$ cat src/rtl/i2c_transaction_sequencer.sv
// i2c_transaction_sequencer
//   Turns one CPU transaction request (7-bit address, R/W, N bytes) into a START, address TX,
//   N data TX/RX and STOP command stream for the byte-level I2C unit. Only one unit command is
//   in flight at a time. Also generates the unit's cycleDone bus-timing tick and tracks NACKs.
//
// Ports
//   clk, reset                 system clock, asynchronous active-high reset
//   clocksPerCycle             clk cycles per cycleDone tick (0 behaves as 1), latched at start
//   start, abort               transaction request pulse / early termination request
//   slaveAddr, readNotWrite    target address and direction (1 = read)
//   byteCount                  number of data bytes (0 = address-only probe)
//   wrData, wrValid, wrReady   write byte stream from upstream
//   rdData, rdValid            received byte, rdValid is a 1-clk pulse
//   busy, done, nackError      status: in progress, 1-clk completion pulse, sticky NACK
//   cycleDone                  bus-timing tick to the unit
//   command, transmitData,
//   transmitAck, transmitValid command handshake to the unit (00 START 01 STOP 10 TX 11 RX)
//   transmitReady              unit accepted the command
//   receiveData, receiveAck,
//   receiveValid, unitBusy     unit completion / status

module i2c_transaction_sequencer #(
    parameter int unsigned DIV_WIDTH = 16
) (
    input  logic                 clk,
    input  logic                 reset,
    input  logic [DIV_WIDTH-1:0] clocksPerCycle,
    input  logic                 start,
    input  logic                 abort,
    input  logic [6:0]           slaveAddr,
    input  logic                 readNotWrite,
    input  logic [7:0]           byteCount,
    input  logic [7:0]           wrData,
    input  logic                 wrValid,
    output logic                 wrReady,
    output logic [7:0]           rdData,
    output logic                 rdValid,
    output logic                 busy,
    output logic                 done,
    output logic                 nackError,
    output logic                 cycleDone,
    output logic [1:0]           command,
    output logic [7:0]           transmitData,
    output logic                 transmitAck,
    output logic                 transmitValid,
    input  logic                 transmitReady,
    input  logic [7:0]           receiveData,
    input  logic                 receiveAck,
    input  logic                 receiveValid,
    input  logic                 unitBusy
);

    typedef enum logic [1:0] {
        CmdStart = 2'b00,
        CmdStop  = 2'b01,
        CmdTx    = 2'b10,
        CmdRx    = 2'b11
    } cmd_e;

    typedef enum logic [2:0] {
        StIdle,
        StIssue,
        StAccept,
        StWait,
        StNext,
        StGetWr,
        StDone
    } state_e;

    state_e               state_q, state_d;
    cmd_e                 cmd_q, cmd_d;
    logic [7:0]           tx_data_q, tx_data_d;
    logic                 tx_ack_q, tx_ack_d;
    logic                 is_addr_q, is_addr_d;   // in-flight TX is the address byte
    logic [6:0]           addr_q, addr_d;
    logic                 rnw_q, rnw_d;
    logic [7:0]           remain_q, remain_d;
    logic [DIV_WIDTH-1:0] div_q, div_d;
    logic [DIV_WIDTH-1:0] tick_q, tick_d;
    logic                 nack_q, nack_d;
    logic                 abort_q, abort_d;
    logic [7:0]           rd_data_q, rd_data_d;
    logic                 rd_valid_q, rd_valid_d;

    // Command to launch this cycle (moves the FSM to StIssue)
    logic                 issue;
    cmd_e                 issue_cmd;
    logic [7:0]           issue_data;
    logic                 issue_ack;
    logic                 issue_addr;

    logic                 busy_w;
    logic [DIV_WIDTH-1:0] div_last;
    logic                 tick_w;

    assign busy_w = (state_q != StIdle) && (state_q != StDone);

    // Tick period is max(div,1); the counter sits at zero whenever the sequencer is idle.
    always_comb begin
        div_last = '0;
        if (div_q != '0) begin
            div_last = div_q - DIV_WIDTH'(1);
        end
        tick_w = busy_w && (tick_q >= div_last);
        tick_d = '0;
        if (busy_w && !tick_w) begin
            tick_d = tick_q + DIV_WIDTH'(1);
        end
    end

    always_comb begin
        state_d    = state_q;
        cmd_d      = cmd_q;
        tx_data_d  = tx_data_q;
        tx_ack_d   = tx_ack_q;
        is_addr_d  = is_addr_q;
        addr_d     = addr_q;
        rnw_d      = rnw_q;
        remain_d   = remain_q;
        div_d      = div_q;
        nack_d     = nack_q;
        abort_d    = abort_q;
        rd_data_d  = rd_data_q;
        rd_valid_d = 1'b0;

        issue      = 1'b0;
        issue_cmd  = CmdStop;
        issue_data = 8'h00;
        issue_ack  = 1'b1;
        issue_addr = 1'b0;

        if (busy_w && abort) begin
            abort_d = 1'b1;
        end

        case (state_q)
            StIdle, StDone: begin
                state_d = StIdle;
                if (start) begin
                    addr_d    = slaveAddr;
                    rnw_d     = readNotWrite;
                    remain_d  = byteCount;
                    div_d     = clocksPerCycle;
                    nack_d    = 1'b0;
                    abort_d   = 1'b0;
                    issue     = 1'b1;
                    issue_cmd = CmdStart;
                end
            end

            StIssue: begin
                state_d = StAccept;
            end

            StAccept: begin
                if (transmitReady) begin
                    state_d = StWait;
                end
            end

            StWait: begin
                unique case (cmd_q)
                    CmdStart, CmdStop: begin
                        if (!unitBusy) begin
                            state_d = StNext;
                        end
                    end
                    CmdTx: begin
                        if (receiveValid) begin
                            if (receiveAck) begin
                                nack_d = 1'b1;
                            end
                            if (!is_addr_q) begin
                                remain_d = remain_q - 8'd1;
                            end
                            state_d = StNext;
                        end
                    end
                    CmdRx: begin
                        if (receiveValid) begin
                            rd_data_d  = receiveData;
                            rd_valid_d = 1'b1;
                            remain_d   = remain_q - 8'd1;
                            state_d    = StNext;
                        end
                    end
                endcase
            end

            StNext: begin
                if (cmd_q == CmdStop) begin
                    state_d = StDone;
                end else if (abort_q || nack_q || (cmd_q != CmdStart && remain_q == 8'd0)) begin
                    issue     = 1'b1;
                    issue_cmd = CmdStop;
                end else if (cmd_q == CmdStart) begin
                    issue      = 1'b1;
                    issue_cmd  = CmdTx;
                    issue_data = {addr_q, rnw_q};
                    issue_addr = 1'b1;
                end else if (rnw_q) begin
                    // NACK the final byte so the slave releases SDA before STOP
                    issue     = 1'b1;
                    issue_cmd = CmdRx;
                    issue_ack = (remain_q == 8'd1);
                end else begin
                    state_d = StGetWr;
                end
            end

            StGetWr: begin
                if (abort_q || abort) begin
                    issue     = 1'b1;
                    issue_cmd = CmdStop;
                end else if (wrValid) begin
                    issue      = 1'b1;
                    issue_cmd  = CmdTx;
                    issue_data = wrData;
                end
            end

            default: begin
                state_d = StIdle;
            end
        endcase

        if (issue) begin
            cmd_d     = issue_cmd;
            tx_data_d = issue_data;
            tx_ack_d  = issue_ack;
            is_addr_d = issue_addr;
            state_d   = StIssue;
        end
    end

    always_ff @(posedge clk or posedge reset) begin
        if (reset) begin
            state_q    <= StIdle;
            cmd_q      <= CmdStart;
            tx_data_q  <= 8'h00;
            tx_ack_q   <= 1'b1;
            is_addr_q  <= 1'b0;
            addr_q     <= 7'h00;
            rnw_q      <= 1'b0;
            remain_q   <= 8'h00;
            div_q      <= '0;
            tick_q     <= '0;
            nack_q     <= 1'b0;
            abort_q    <= 1'b0;
            rd_data_q  <= 8'h00;
            rd_valid_q <= 1'b0;
        end else begin
            state_q    <= state_d;
            cmd_q      <= cmd_d;
            tx_data_q  <= tx_data_d;
            tx_ack_q   <= tx_ack_d;
            is_addr_q  <= is_addr_d;
            addr_q     <= addr_d;
            rnw_q      <= rnw_d;
            remain_q   <= remain_d;
            div_q      <= div_d;
            tick_q     <= tick_d;
            nack_q     <= nack_d;
            abort_q    <= abort_d;
            rd_data_q  <= rd_data_d;
            rd_valid_q <= rd_valid_d;
        end
    end

    always_comb begin
        busy          = busy_w;
        done          = (state_q == StDone);
        nackError     = nack_q;
        cycleDone     = tick_w;
        command       = cmd_q;
        transmitData  = tx_data_q;
        transmitAck   = tx_ack_q;
        transmitValid = (state_q == StIssue) || (state_q == StAccept);
        // Withhold the handshake once an abort is seen so no further byte is consumed
        wrReady       = (state_q == StGetWr) && !abort_q && !abort;
        rdData        = rd_data_q;
        rdValid       = rd_valid_q;
    end

endmodule

$ cat config.mk
export PLATFORM = sky130hd
export DESIGN_NAME = i2c_transaction_sequencer
export DESIGN_NICKNAME = d
export VERILOG_FILES = /design/src/rtl/i2c_transaction_sequencer.sv
export SDC_FILE = /design/constraint.sdc
export NUM_CORES = 1
export LEC_CHECK = 0
export ABC_AREA = 1
export ABC_CLOCK_PERIOD_IN_PS = 4940
export CAP_MARGIN = 20
export CORE_MARGIN = 5
export CORE_UTILIZATION = 40
export DETAILED_ROUTE_END_ITERATION = 8
export DONT_BUFFER_PORTS = 1
export SETUP_SLACK_MARGIN = 0.1
export SKIP_CTS_REPAIR_TIMING = 1
export SKIP_LAST_GASP = 1
export SYNTH_ARGS = -nofsm -noshare
export SYNTH_HDL_FRONTEND = slang
export SYNTH_SLANG_ARGS = --single-unit
export TNS_END_PERCENT = 10
$ cat constraint.sdc
create_clock -name clk -period 4.94 [get_ports clk]
set_input_delay 0.247 -clock clk [delete_from_list [all_inputs] [get_ports clk]]
set_output_delay 0.247 -clock clk [all_outputs]
set_load 0.005 [all_outputs]
Word-level counts from Yosys, hierarchy flattened
Index checks and enable logic that the tools add are counted.
{"block": "word_totals", "reg_bits": 74, "inputBits": 57, "elab_cells": 133}
{"block": "classes", "add_sub_neg": 3, "magnitude_cmp": 1, "n_eq_ne": 26, "mux": 60, "n_reduce_logical": 29}
{"operator": "$mux 8", "n": 9}
{"operator": "$pmux 8 s2", "n": 3}
{"operator": "$mux 16", "n": 2}
{"operator": "$mux 1", "n": 27}
{"operator": "$mux 3", "n": 8}
{"operator": "$ne 4x4->1 const B", "n": 5}
{"operator": "$add 16x1->16 const B", "n": 1}
{"operator": "$ge 16x16->1", "n": 1}
{"operator": "$reduce_bool 16->1", "n": 1}
{"operator": "$sub 16x1->16 const B", "n": 1}
{"operator": "$ne 3x3->1 const B", "n": 5}
{"operator": "$pmux 3 s5", "n": 1}
{"operator": "$mux 2", "n": 6}
{"operator": "$eq 3x3->1 const B", "n": 3}
{"operator": "$eq 8x1->1 const B", "n": 1}
{"operator": "$logic_not 8->1", "n": 1}
{"operator": "$ne 2x2->1 const B", "n": 4}
{"operator": "$sub 8x1->8 const B", "n": 1}
{"operator": "$logic_and 1x1->1", "n": 7}
{"operator": "$reduce_and 7->1", "n": 1}
{"operator": "$eq 3x2->1 const B", "n": 2}
{"operator": "$pmux 2 s3", "n": 1}
{"operator": "$pmux 3 s2", "n": 1}
{"operator": "$reduce_and 6->1", "n": 1}
{"operator": "other kinds (17)", "n": 26}

Depth between registers and ports, before layout
Gate-level depths: netlist of the first run.
{"block": "depth", "depth_word": 8, "mapped_depth": 19}

Worst setup path after synthesis of the first run
No wires, ideal clock.
{"block": "synth_path", "path_kind": "reg-to-reg", "startpoint": "register div_q[0]", "endpoint": "register tick_q[10]", "t_arrival_ns": 2.399, "setup_slack_ns": 2.421, "stages_incl_launch_ff": 18, "n_path_buf": 1, "synth_period_minus_slack_ns": 2.519, "cell_sequence": "dfrtp_1 > inv_1 > ha_1 > inv_1 > nor2_1 > nand2_1 > nor2_1 > xor2_1 > nand2_1 > ha_1 > nand2_1 > inv_1 > nand3_1 > nor3_1 > nand2_1 > nand4_2 > buf_2 > nor2_1"}
{"block": "synth_via", "elab_chain_cells": 7, "word_cells_on_any_way": 8, "classes_between": "add/sub (1); order compare (1); mux (2); reduce/logical (4)"}
{"item": "start: declaration", "line": "78", "text": "logic [DIV_WIDTH-1:0] div_q, div_d;"}
{"item": "start signal: assignment", "line": "261", "text": "div_q <= div_d;"}
{"item": "$sub 16x1->16 / $reduce_bool 16->1 (equally long branches)", "line": "102, 101"}
{"item": "$mux 16 (*)", "line": "101", "text": "if (div_q != '0) begin"}
{"item": "$ge 16x16->1 (*)", "line": "104", "text": "tick_w = busy_w && (tick_q >= div_last);"}
{"item": "$logic_and 1x1->1 (*)", "line": "104"}
{"item": "$logic_not 1->1 (*)", "line": "106", "text": "if (busy_w && !tick_w) begin"}
{"item": "$logic_and 1x1->1 (*)", "line": "106"}
{"item": "$mux 16 (*)", "line": "106"}
{"item": "named net tick_d[10]", "line": "79", "text": "logic [DIV_WIDTH-1:0] tick_q, tick_d;"}
{"item": "end signal: assignment", "line": "262", "text": "tick_q <= tick_d;"}
{"item": "end: declaration", "line": "79"}
The timed path passes the listed nets; every way through them passes the cells marked *.
A chain may end at the register's enable or synchronous reset.

Final worst setup path of the first run
{"block": "layout_path", "startpoint": "register div_q[0]", "endpoint": "output cycleDone"}
{"block": "layout_via", "elab_chain_cells": 4, "word_cells_on_any_way": 5, "classes_between": "add/sub (1); order compare (1); mux (1); reduce/logical (2)"}
{"item": "$sub 16x1->16 / $reduce_bool 16->1 (equally long branches)", "line": "102, 101"}
{"item": "$mux 16 (*)", "line": "101"}
{"item": "$ge 16x16->1 (*)", "line": "104"}
{"item": "$logic_and 1x1->1 (*)", "line": "104"}
{"item": "end: declaration", "line": "41", "text": "output logic cycleDone,"}
Every way passes the cells marked *; elsewhere a longest branch is shown, timed or not.

==> metrics.txt, run 1 <==
# TYPE chip_impl_metric gauge
chip_impl_info{name="result_of_the_run",value="finished with violations"} 1
chip_impl_info{name="violations",value="negative hold slack"} 1
chip_impl_metric{name="route.detailed.drc",unit=""} 0
chip_impl_metric{name="post-synth-top-area-fraction",unit="%"} 40.76
chip_impl_metric{name="wl_per_cell",unit="µm"} 13.92
chip_impl_metric{name="finalNonFillerCells",unit=""} 767
chip_impl_metric{name="worstSkewPairLatency",unit="ps"} 370
chip_impl_metric{name="io-pin-count",unit=""} 83
chip_impl_metric{name="final-hold-violation-count",unit=""} 6
chip_impl_metric{name="synth_mux_area_share",unit="%"} 0
chip_impl_metric{name="place_worst_setup_slack",unit="ps"} 2061
chip_impl_metric{name="final_critical_path_setup_slack",unit="ps"} 1802
chip_impl_metric{name="cts_sinks",unit=""} 74
chip_impl_metric{name="overall_die_width",unit="µm"} 115.9
chip_impl_metric{name="detail_route.vias_per_cell",unit=""} 5.004
chip_impl_info{name="synth_area_leader_cell",value="sky130_fd_sc_hd__dfrtp_1"} 1
chip_impl_info{name="timing.critical_path.to_type",value="output pin"} 1
chip_impl_metric{name="initial_standard_cell_utilization_of_the_core",unit="%"} 41.16
chip_impl_metric{name="firstDrtPassIters",unit=""} 4
chip_impl_metric{name="grt_max_degree",unit=""} 75
chip_impl_metric{name="cp_max_fanout",unit=""} 4
chip_impl_metric{name="ys.warnings.count",unit=""} 0
chip_impl_info{name="tritoncts_clock_tree",value="built"} 1
chip_impl_metric{name="synth_cell_types",unit=""} 37
chip_impl_metric{name="met2WireLength",unit="µm"} 4964
chip_impl_metric{name="cts_buffers",unit=""} 9
chip_impl_metric{name="skew",unit="ps"} 10.89
chip_impl_metric{name="synthXorXnorAreaFrac",unit="%"} 4.104
chip_impl_metric{name="die_area",unit="µm²"} 13420
chip_impl_metric{name="post-route-cell-area",unit="µm²"} 5054
chip_impl_info{name="rsz0062_at_grt",value="false"} 1
chip_impl_metric{name="dpl.cell_count",unit=""} 725
chip_impl_metric{name="setup_viol",unit=""} 0
chip_impl_metric{name="cp_data_arrival_time",unit="ps"} 2890
chip_impl_metric{name="first_global_vias",unit=""} 3796
chip_impl_metric{name="postSynthCellCount",unit=""} 596
chip_impl_info{name="dr.max_layer_used",value="met4"} 1
chip_impl_metric{name="worst_slew_margin_rel",unit="%"} 36.07
chip_impl_info{name="synth_top_family_by_area",value="simple AND/OR/NAND/NOR gates"} 1
chip_impl_info{name="cts.root.buffer_cell",value="sky130_fd_sc_hd__clkbuf_8"} 1
chip_impl_metric{name="seq_area_frac_synth",unit="%"} 41.35
chip_impl_metric{name="via_count",unit=""} 3838
chip_impl_metric{name="wl_met1",unit="µm"} 4864
chip_impl_metric{name="synth.cell_area",unit="µm²"} 4482
chip_impl_metric{name="dr_wl_met3",unit="µm"} 666
chip_impl_metric{name="timing.critical_path.required",unit="ps"} 4690
chip_impl_metric{name="timing.setup.tns",unit="ps"} 0
chip_impl_metric{name="leakagePower",unit="nW"} 2.539
chip_impl_metric{name="mappedNetlistNets",unit=""} 675
chip_impl_metric{name="design.core.area",unit="µm²"} 10890
chip_impl_metric{name="grt_first_pass_wirelength",unit="µm"} 18050
chip_impl_metric{name="dp_hpwl",unit="µm"} 7833
chip_impl_metric{name="die-height",unit="µm"} 115.9
chip_impl_metric{name="ctsLongestPathBuffers",unit=""} 2
chip_impl_metric{name="routed_wl",unit="µm"} 10670
chip_impl_metric{name="numPortBuffers",unit=""} 0
chip_impl_info{name="synth.area.top_cells",value="sky130_fd_sc_hd__dfrtp_1 41%, sky130_fd_sc_hd__nand2_1 16%, sky130_fd_sc_hd__ha_1 6.1%"} 1
chip_impl_metric{name="grt_antenna_before_repair",unit=""} 0
chip_impl_metric{name="synthesized_area_divided_by_synthesized_cell_count",unit="µm²"} 7.520
chip_impl_metric{name="synth-compound-area-share",unit="%"} 7.817
chip_impl_metric{name="postRouteAntennaNets",unit=""} 0
chip_impl_metric{name="final_clock_period_utilization_by_the_worst_path",unit="%"} 63.51
chip_impl_metric{name="synth-adder-area-share",unit="%"} 6.142
chip_impl_info{name="worstSetupPathType",value="flop to output pin"} 1
chip_impl_metric{name="clock.fmax",unit="MHz"} 318.7
chip_impl_metric{name="detailedRoute.firstIterationViolations",unit=""} 141
chip_impl_metric{name="clk_transition_reported_paths",unit="ps"} 80
chip_impl_metric{name="placed_cell_area",unit="µm²"} 4591
chip_impl_metric{name="p_per_area",unit="nW/µm²"} 539.2
chip_impl_metric{name="syn_to_final_growth",unit="%"} 12.76
chip_impl_metric{name="utilization",unit="%"} 46.41
chip_impl_metric{name="antenna_cells_inserted",unit=""} 0
chip_impl_metric{name="std_cell_rows",unit=""} 38
chip_impl_metric{name="gp_congestion",unit=""} 0.8975
chip_impl_metric{name="grtUsageTotal",unit="%"} 16.80
chip_impl_metric{name="power.ir.vdd_worst",unit="mV"} 0.2887
chip_impl_metric{name="ys_seq_elements",unit=""} 74
chip_impl_info{name="worst_setup_path_start_kind",value="flop"} 1
chip_impl_metric{name="post-route-min-period",unit="ps"} 3138
chip_impl_metric{name="max_cap_violations",unit=""} 0
chip_impl_metric{name="share_of_cells_above_drive_strength_1",unit="%"} 8.772
chip_impl_metric{name="power",unit="mW"} 2.725
chip_impl_metric{name="timing_worst_slew_pin_value",unit="ps"} 959.0
chip_impl_info{name="min-delay-path-class",value="input port to flop"} 1
chip_impl_metric{name="num-nets-final",unit=""} 701
chip_impl_metric{name="fin_hold_ws",unit="ps"} -7.918
chip_impl_metric{name="global_route.overflow_total",unit=""} 0
chip_impl_metric{name="ctsHtreeMaxLevel",unit=""} 3
chip_impl_metric{name="synthSimpleGateAreaFrac",unit="%"} 33.25
chip_impl_metric{name="finalMaxSlewViolations",unit=""} 0
chip_impl_metric{name="worst-r2r-setup-slack",unit="ps"} 2020
-- cell families (layout without fill, tap and decap cells) --
family,after synthesis,count (layout)
simple gates,341,341
buf+inv,80,111
flops,74,74
compound gates,58,58
fa+ha+maj,22,22
xor+xnor,21,21
-- layout by cell type, fill, tap and decap left out, types with 2 or more instances in the layout --
cell type and count:
sky130_fd_sc_hd__nor3_1 9, sky130_fd_sc_hd__xor2_1 17, sky130_fd_sc_hd__nand3_1 36, sky130_fd_sc_hd__nor2_1 63
sky130_fd_sc_hd__dlygate4sd3_1 26, sky130_fd_sc_hd__inv_2 10, sky130_fd_sc_hd__a21oi_1 9, sky130_fd_sc_hd__clkbuf_8 10
sky130_fd_sc_hd__nor3_2 2, sky130_fd_sc_hd__ha_1 22, sky130_fd_sc_hd__a32oi_1 8, sky130_fd_sc_hd__nand2_2 7
sky130_fd_sc_hd__nand3b_1 3, sky130_fd_sc_hd__nand3_2 2, sky130_fd_sc_hd__o21ai_0 17, sky130_fd_sc_hd__o21ai_2 5
sky130_fd_sc_hd__nand2_1 192, sky130_fd_sc_hd__o21ai_1 15, sky130_fd_sc_hd__clkinv_2 2, sky130_fd_sc_hd__nor2_4 3
sky130_fd_sc_hd__nand4_1 14, sky130_fd_sc_hd__dfrtp_1 73, sky130_fd_sc_hd__or2_2 3, sky130_fd_sc_hd__nor4_1 2
sky130_fd_sc_hd__xnor2_1 4, sky130_fd_sc_hd__inv_1 58
-- area by class of cell --
class                           count  area, µm²
Sequential cell                    74       1853
Timing Repair Buffer               27      267.8
Clock inverter                      6      65.06
Clock buffer                       10      137.6
Fill cell                        1085       5834
Multi-Input combinational cell    442       2300
Inverter                           68      255.2
Tap cell                          140      175.2
-- worst max-delay path, stage by stage (launching register included) --
cell and delay, ps:
sky130_fd_sc_hd__dfrtp_1 390, sky130_fd_sc_hd__inv_1 120, sky130_fd_sc_hd__ha_1 180, sky130_fd_sc_hd__inv_1 60, sky130_fd_sc_hd__nor2_1 190, sky130_fd_sc_hd__nand2_1 130
sky130_fd_sc_hd__nor2_1 220, sky130_fd_sc_hd__xor2_1 160, sky130_fd_sc_hd__nand2_1 60, sky130_fd_sc_hd__ha_1 270, sky130_fd_sc_hd__nand2_1 50, sky130_fd_sc_hd__inv_1 60
sky130_fd_sc_hd__nand3_1 60, sky130_fd_sc_hd__nor3_1 190, sky130_fd_sc_hd__nand2_1 110, sky130_fd_sc_hd__nand3_1 100, sky130_fd_sc_hd__nand2_1 70, sky130_fd_sc_hd__inv_1 80
-- cells in the mapped netlist --
cell type / count
sky130_fd_sc_hd__nand2_1: 192
sky130_fd_sc_hd__dfrtp_1: 73
sky130_fd_sc_hd__nor2_1: 63
sky130_fd_sc_hd__inv_1: 59
sky130_fd_sc_hd__nand3_1: 36
sky130_fd_sc_hd__ha_1: 22
sky130_fd_sc_hd__o21ai_0: 17
sky130_fd_sc_hd__xor2_1: 17
sky130_fd_sc_hd__o21ai_1: 15
sky130_fd_sc_hd__nand4_1: 14
sky130_fd_sc_hd__a21oi_1: 9
sky130_fd_sc_hd__inv_2: 9
sky130_fd_sc_hd__nor3_1: 9
sky130_fd_sc_hd__a32oi_1: 8
sky130_fd_sc_hd__buf_2: 8
sky130_fd_sc_hd__nand2_2: 7
sky130_fd_sc_hd__o21ai_2: 5
sky130_fd_sc_hd__xnor2_1: 4
sky130_fd_sc_hd__nand3b_1: 3
sky130_fd_sc_hd__nor2_4: 3
sky130_fd_sc_hd__or2_2: 3
sky130_fd_sc_hd__buf_6: 2
sky130_fd_sc_hd__nand3_2: 2
sky130_fd_sc_hd__nor3_2: 2
sky130_fd_sc_hd__nor4_1: 2
sky130_fd_sc_hd__a21o_1: 1
sky130_fd_sc_hd__a21oi_2: 1
sky130_fd_sc_hd__a31o_2: 1
sky130_fd_sc_hd__and3_1: 1
sky130_fd_sc_hd__buf_4: 1
sky130_fd_sc_hd__clkbuf_1: 1
sky130_fd_sc_hd__dfstp_2: 1
sky130_fd_sc_hd__nand4_2: 1
sky130_fd_sc_hd__nor2_2: 1
sky130_fd_sc_hd__nor3_4: 1
sky130_fd_sc_hd__nor3b_1: 1
sky130_fd_sc_hd__o22ai_1: 1
-- path summary, 6_finish.rpt --
path | from | to | cells after the start
max | div_q[0] | cycleDone | 17
min | slaveAddr[2] | addr_q[2] | 2
max reg2reg | div_q[0] | tick_q[7] | 16
min reg2reg | addr_q[3] | addr_q[3] | 2
max in group asynchronous | reset | div_q[14] | 2
min in group asynchronous | reset | addr_q[3] | 2
-- report_power, final --
part           total, mW  switching (mW)  leakage (nW)  internal [mW]
logic               1.21           0.795          1.48          0.411
registers           1.03           0.208         0.956          0.818
clock network      0.493           0.245         0.103          0.248
total               2.72            1.25          2.54           1.48
-- per-layer routing --
layer,GRT usage [%],vias to the layer above
li1,-,1970
met1,20.81,1759
met2,26.85,94
met3,6.423,15
met4,5.955,0
met5,0,-
-- flip-flops by register name, summed over array words and instances, names as in the netlist --
name	cells
state_q	3
command	2
transmitAck	1
rdValid	1
tick_q	16
rdData	8
abort_q	1
div_q	16
rnw_q	1
remain_q	8
nackError	1
is_addr_q	1
addr_q	7
transmitData	8
Note: power is estimated with default switching activity, not from simulation.
==> run 2: changes to the inputs <==
- ABC_AREA: 1 -> 0
- ABC_CLOCK_PERIOD_IN_PS: 4940 -> 2750
- clock period: 4.94 -> 2.75 ns (I/O delays scaled with it)
==> metrics.txt, run 2 <==
# TYPE chip_impl_metric gauge
chip_impl_info{name="layout_top_registers",value="div_q x16, tick_q x16"} 1
chip_impl_metric{name="grt_antenna_before_repair",unit=""} 0
chip_impl_info{name="timing.critical_path.to_type",value="output pin"} 1
chip_impl_metric{name="ctsLongestPathBuffers",unit=""} 2
chip_impl_info{name="min-delay-path-class",value="input port to flop"} 1
chip_impl_metric{name="final_critical_path_setup_slack",unit="ps"} -789.8
chip_impl_metric{name="postSynthCellCount",unit=""} 407
chip_impl_metric{name="worstSkewPairLatency",unit="ps"} 360
chip_impl_info{name="synth_top_family_by_area",value="simple AND/OR/NAND/NOR gates"} 1
chip_impl_metric{name="power",unit="mW"} 4.802
chip_impl_metric{name="net_switching_share_of_the_total_power",unit="%"} 39.22
chip_impl_info{name="worst_setup_path_start_kind",value="flop"} 1
chip_impl_info{name="worstPathCellList",value="or4_4 > or3_4 > nor3_4 > nand2_1 > buf_4 > nand2_1 > ha_1 > a21o_1 > a21oi_1 > and3_1 > a221oi_4 > o31a_1"} 1
chip_impl_metric{name="global_route.overflow_total",unit=""} 0
chip_impl_metric{name="net-switching-power",unit="mW"} 1.883
chip_impl_info{name="synthMostInstantiatedCell",value="sky130_fd_sc_hd__dfrtp_1"} 1
chip_impl_metric{name="cell_internal_pwr",unit="mW"} 2.919
chip_impl_metric{name="first_global_vias",unit=""} 3278
chip_impl_metric{name="final_clock_period_utilization_by_the_worst_path",unit="%"} 128.7
chip_impl_info{name="rsz0062_at_grt",value="true"} 1
chip_impl_info{name="layout_common_cells",value="73 x sky130_fd_sc_hd__dfrtp_1, 47 x sky130_fd_sc_hd__dlygate4sd3_1, 41 x sky130_fd_sc_hd__buf_4"} 1
chip_impl_info{name="tritoncts_clock_tree",value="built"} 1
chip_impl_metric{name="clk_transition_reported_paths",unit="ps"} 80
chip_impl_metric{name="post-route-min-period",unit="ps"} 3540
chip_impl_metric{name="io-pin-count",unit=""} 83
chip_impl_metric{name="overall_die_width",unit="µm"} 111.4
chip_impl_metric{name="detailedRoute.firstIterationViolations",unit=""} 88
chip_impl_metric{name="layout.area.seq",unit="µm²"} 1853
chip_impl_metric{name="hold_depth",unit=""} 2
chip_impl_metric{name="finalMaxSlewViolations",unit=""} 0
chip_impl_metric{name="die-height",unit="µm"} 111.4
chip_impl_info{name="worstSetupPathType",value="flop to output pin"} 1
chip_impl_metric{name="worst_slew_margin_rel",unit="%"} 35.52
chip_impl_metric{name="final-hold-violation-count",unit=""} 5
chip_impl_metric{name="synth.cell_area",unit="µm²"} 4115
chip_impl_metric{name="routed_wl",unit="µm"} 10120
chip_impl_metric{name="grtUsageTotal",unit="%"} 15.84
chip_impl_info{name="result_of_the_run",value="finished with violations"} 1
chip_impl_metric{name="ys_seq_elements",unit=""} 74
chip_impl_metric{name="postRouteAntennaNets",unit=""} 0
chip_impl_metric{name="num-nets-final",unit=""} 569
chip_impl_metric{name="cp_data_arrival_time",unit="ps"} 3400
chip_impl_metric{name="share_of_cells_above_drive_strength_1",unit="%"} 23.23
chip_impl_metric{name="synthSimpleGateAreaFrac",unit="%"} 19.40
chip_impl_metric{name="pwr-share-seq",unit="%"} 38.3
chip_impl_info{name="layout_commonest_cell",value="sky130_fd_sc_hd__dfrtp_1"} 1
chip_impl_metric{name="ctsHtreeMaxLevel",unit=""} 3
chip_impl_metric{name="synthXorXnorAreaFrac",unit="%"} 5.108
chip_impl_metric{name="dp_hpwl",unit="µm"} 7238
chip_impl_info{name="timing.critical_path.from",value="div_q[9]"} 1
chip_impl_metric{name="numPortBuffers",unit=""} 0
chip_impl_metric{name="timing.setup.tns",unit="ps"} -9844
chip_impl_metric{name="max_cap_violations",unit=""} 0
chip_impl_metric{name="initial_standard_cell_utilization_of_the_core",unit="%"} 40.41
chip_impl_metric{name="antenna_cells_inserted",unit=""} 0
chip_impl_metric{name="die_area",unit="µm²"} 12420
chip_impl_info{name="cts.root.buffer_cell",value="sky130_fd_sc_hd__clkbuf_8"} 1
chip_impl_metric{name="leakagePower",unit="nW"} 2.398
chip_impl_metric{name="ys.warnings.count",unit=""} 0
chip_impl_metric{name="firstDrtPassIters",unit=""} 4
chip_impl_metric{name="critPathBufInv",unit=""} 1
chip_impl_metric{name="via_count",unit=""} 3380
chip_impl_metric{name="synth_mux_area_share",unit="%"} 8.726
chip_impl_metric{name="p_per_area",unit="nW/µm²"} 908.2
chip_impl_metric{name="timing.critical_path.required",unit="ps"} 2610
chip_impl_metric{name="timing_worst_slew_pin_value",unit="ps"} 967.2
chip_impl_metric{name="synthesized_area_divided_by_synthesized_cell_count",unit="µm²"} 10.11
chip_impl_metric{name="count_of_flip_flops_with_a_built_in_enable_after_synthesis",unit=""} 0
chip_impl_info{name="worstReg2RegStart",value="div_q[9]"} 1
chip_impl_info{name="violations",value="negative hold slack, negative setup slack"} 1
chip_impl_metric{name="clock.fmax",unit="MHz"} 282.5
chip_impl_metric{name="design.core.area",unit="µm²"} 10180
chip_impl_info{name="synth_top_cells_by_count",value="73 x sky130_fd_sc_hd__dfrtp_1, 32 x sky130_fd_sc_hd__nor2_1, 31 x sky130_fd_sc_hd__mux2_2, 31 x sky130_fd_sc_hd__nand2_1, 28 x sky130_fd_sc_hd__nor3_1"} 1
chip_impl_metric{name="std_cell_rows",unit=""} 37
chip_impl_metric{name="synth-adder-area-share",unit="%"} 6.689
chip_impl_metric{name="async_flop_share",unit="%"} 100.0
chip_impl_metric{name="clkPwrFrac",unit="%"} 17.8
chip_impl_metric{name="route.detailed.drc",unit=""} 0
chip_impl_info{name="synth.area.top_cells",value="sky130_fd_sc_hd__dfrtp_1 44%, sky130_fd_sc_hd__mux2_2 8.5%, sky130_fd_sc_hd__ha_1 6.7%"} 1
chip_impl_metric{name="post-synth-top-area-fraction",unit="%"} 44.39
chip_impl_info{name="synth_top_flop_cell",value="sky130_fd_sc_hd__dfrtp_1"} 1
chip_impl_metric{name="grt_max_degree",unit=""} 33
chip_impl_metric{name="setup_viol",unit=""} 17
chip_impl_metric{name="power_frac_comb",unit="%"} 43.9
chip_impl_metric{name="number_of_gates_on_the_worst_path_with_buffers_counted",unit=""} 12
chip_impl_metric{name="skew",unit="ps"} 10.38
chip_impl_metric{name="mappedNetlistNets",unit=""} 486
chip_impl_metric{name="detail_route.vias_per_cell",unit=""} 5.357
chip_impl_info{name="cpLargestDelayFamily",value="simple AND/OR/NAND/NOR gates"} 1
chip_impl_metric{name="seq_area_frac_synth",unit="%"} 45.03
chip_impl_metric{name="fin_hold_ws",unit="ps"} -19.01
chip_impl_metric{name="synth_cell_types",unit=""} 52
chip_impl_metric{name="multiInputGateArea",unit="µm²"} 2256
chip_impl_metric{name="cts_sinks",unit=""} 74
chip_impl_info{name="hold_path.startpoint",value="byteCount[5]"} 1
chip_impl_metric{name="grt_first_pass_wirelength",unit="µm"} 16040
chip_impl_metric{name="cpPeakStageDelay",unit="ps"} 550
chip_impl_metric{name="nFillCells",unit=""} 939
chip_impl_metric{name="cp_max_fanout",unit=""} 7
chip_impl_info{name="worst_path_most_repeated_cell",value="sky130_fd_sc_hd__nand2_1"} 1
chip_impl_metric{name="wl_per_cell",unit="µm"} 16.04
chip_impl_info{name="synth_area_leader_cell",value="sky130_fd_sc_hd__dfrtp_1"} 1
chip_impl_info{name="crit_slowest_cell",value="sky130_fd_sc_hd__or4_4"} 1
chip_impl_metric{name="syn_to_final_growth",unit="%"} 28.49
chip_impl_metric{name="gp_congestion",unit=""} 0.8359
chip_impl_metric{name="utilization",unit="%"} 51.92
chip_impl_metric{name="cts_buffers",unit=""} 9
chip_impl_metric{name="reg2regPathDepth",unit=""} 10
chip_impl_metric{name="synth-compound-area-share",unit="%"} 12.53
chip_impl_metric{name="power.ir.vdd_worst",unit="mV"} 0.4730
## run 2: cell types whose count changed in the layout (fill, tap and decap cells not counted), sizes merged, moves of 21 or more
| cell | delta |
|---|---|
| inv | -60 |
| dlygate4sd3 | +21 |
| nand2 | -168 |
| buf | +40 |
| nor2 | -35 |
| nand3 | -26 |
| mux2 | +31 |
## run 2: per-stage QoR
step	instances	setup slack [ps]	instance area, µm²
floorplan	407	-510.2	4222
global placement	568	-507.7	4614
detailed placement	568	-604.2	4614
CTS	584	-915.4	4811
global route	631	-958.8	5288
finish	631	-789.8	5288
## run 2: cells by family after synthesis
logic type,after synthesis
simple gates,151
compound gates,79
flops,74
mux,32
buf+inv,25
xor+xnor,24
fa+ha+maj,22
## run 2: area by class of cell
| class | instances | area share, % |
|---|---|---|
| Multi-Input combinational cell | 308 | 42.66 |
| Sequential cell | 74 | 35.05 |
| Timing Repair Buffer | 88 | 14.72 |
| Tap cell | 136 | 3.218 |
| Clock buffer | 10 | 2.414 |
| Clock inverter | 6 | 1.301 |
| Inverter | 9 | 0.6389 |
## run 2: worst paths after layout
path	to	slack, ps
min in group asynchronous	div_q[14]	210
setup reg to reg	tick_q[2]	-640
hold / removal	remain_q[5]	-20
setup / recovery	cycleDone	-790
max in group asynchronous	transmitAck	1780
hold reg to reg	addr_q[3]	520
## run 2: routing by layer
layer,part of all wire (%),track usage (%),vias up
met5,0,0,-
met4,1.5,4.866,0
met3,5.7,5.707,14
met2,50,26.22,72
met1,42,19.40,1639
li1,-,-,1655
## run 2: power groups by stage
stage	sequential [mW]	combinational, mW	clock [mW]
3_3_place_gp	1.84	2.01	0
6_report	1.84	2.11	0.854
3_5_place_dp	1.85	2.07	0
4_1_cts	1.83	2.08	0.882
2_1_floorplan	1.75	1.55	0
5_1_grt	1.91	2.37	0.925
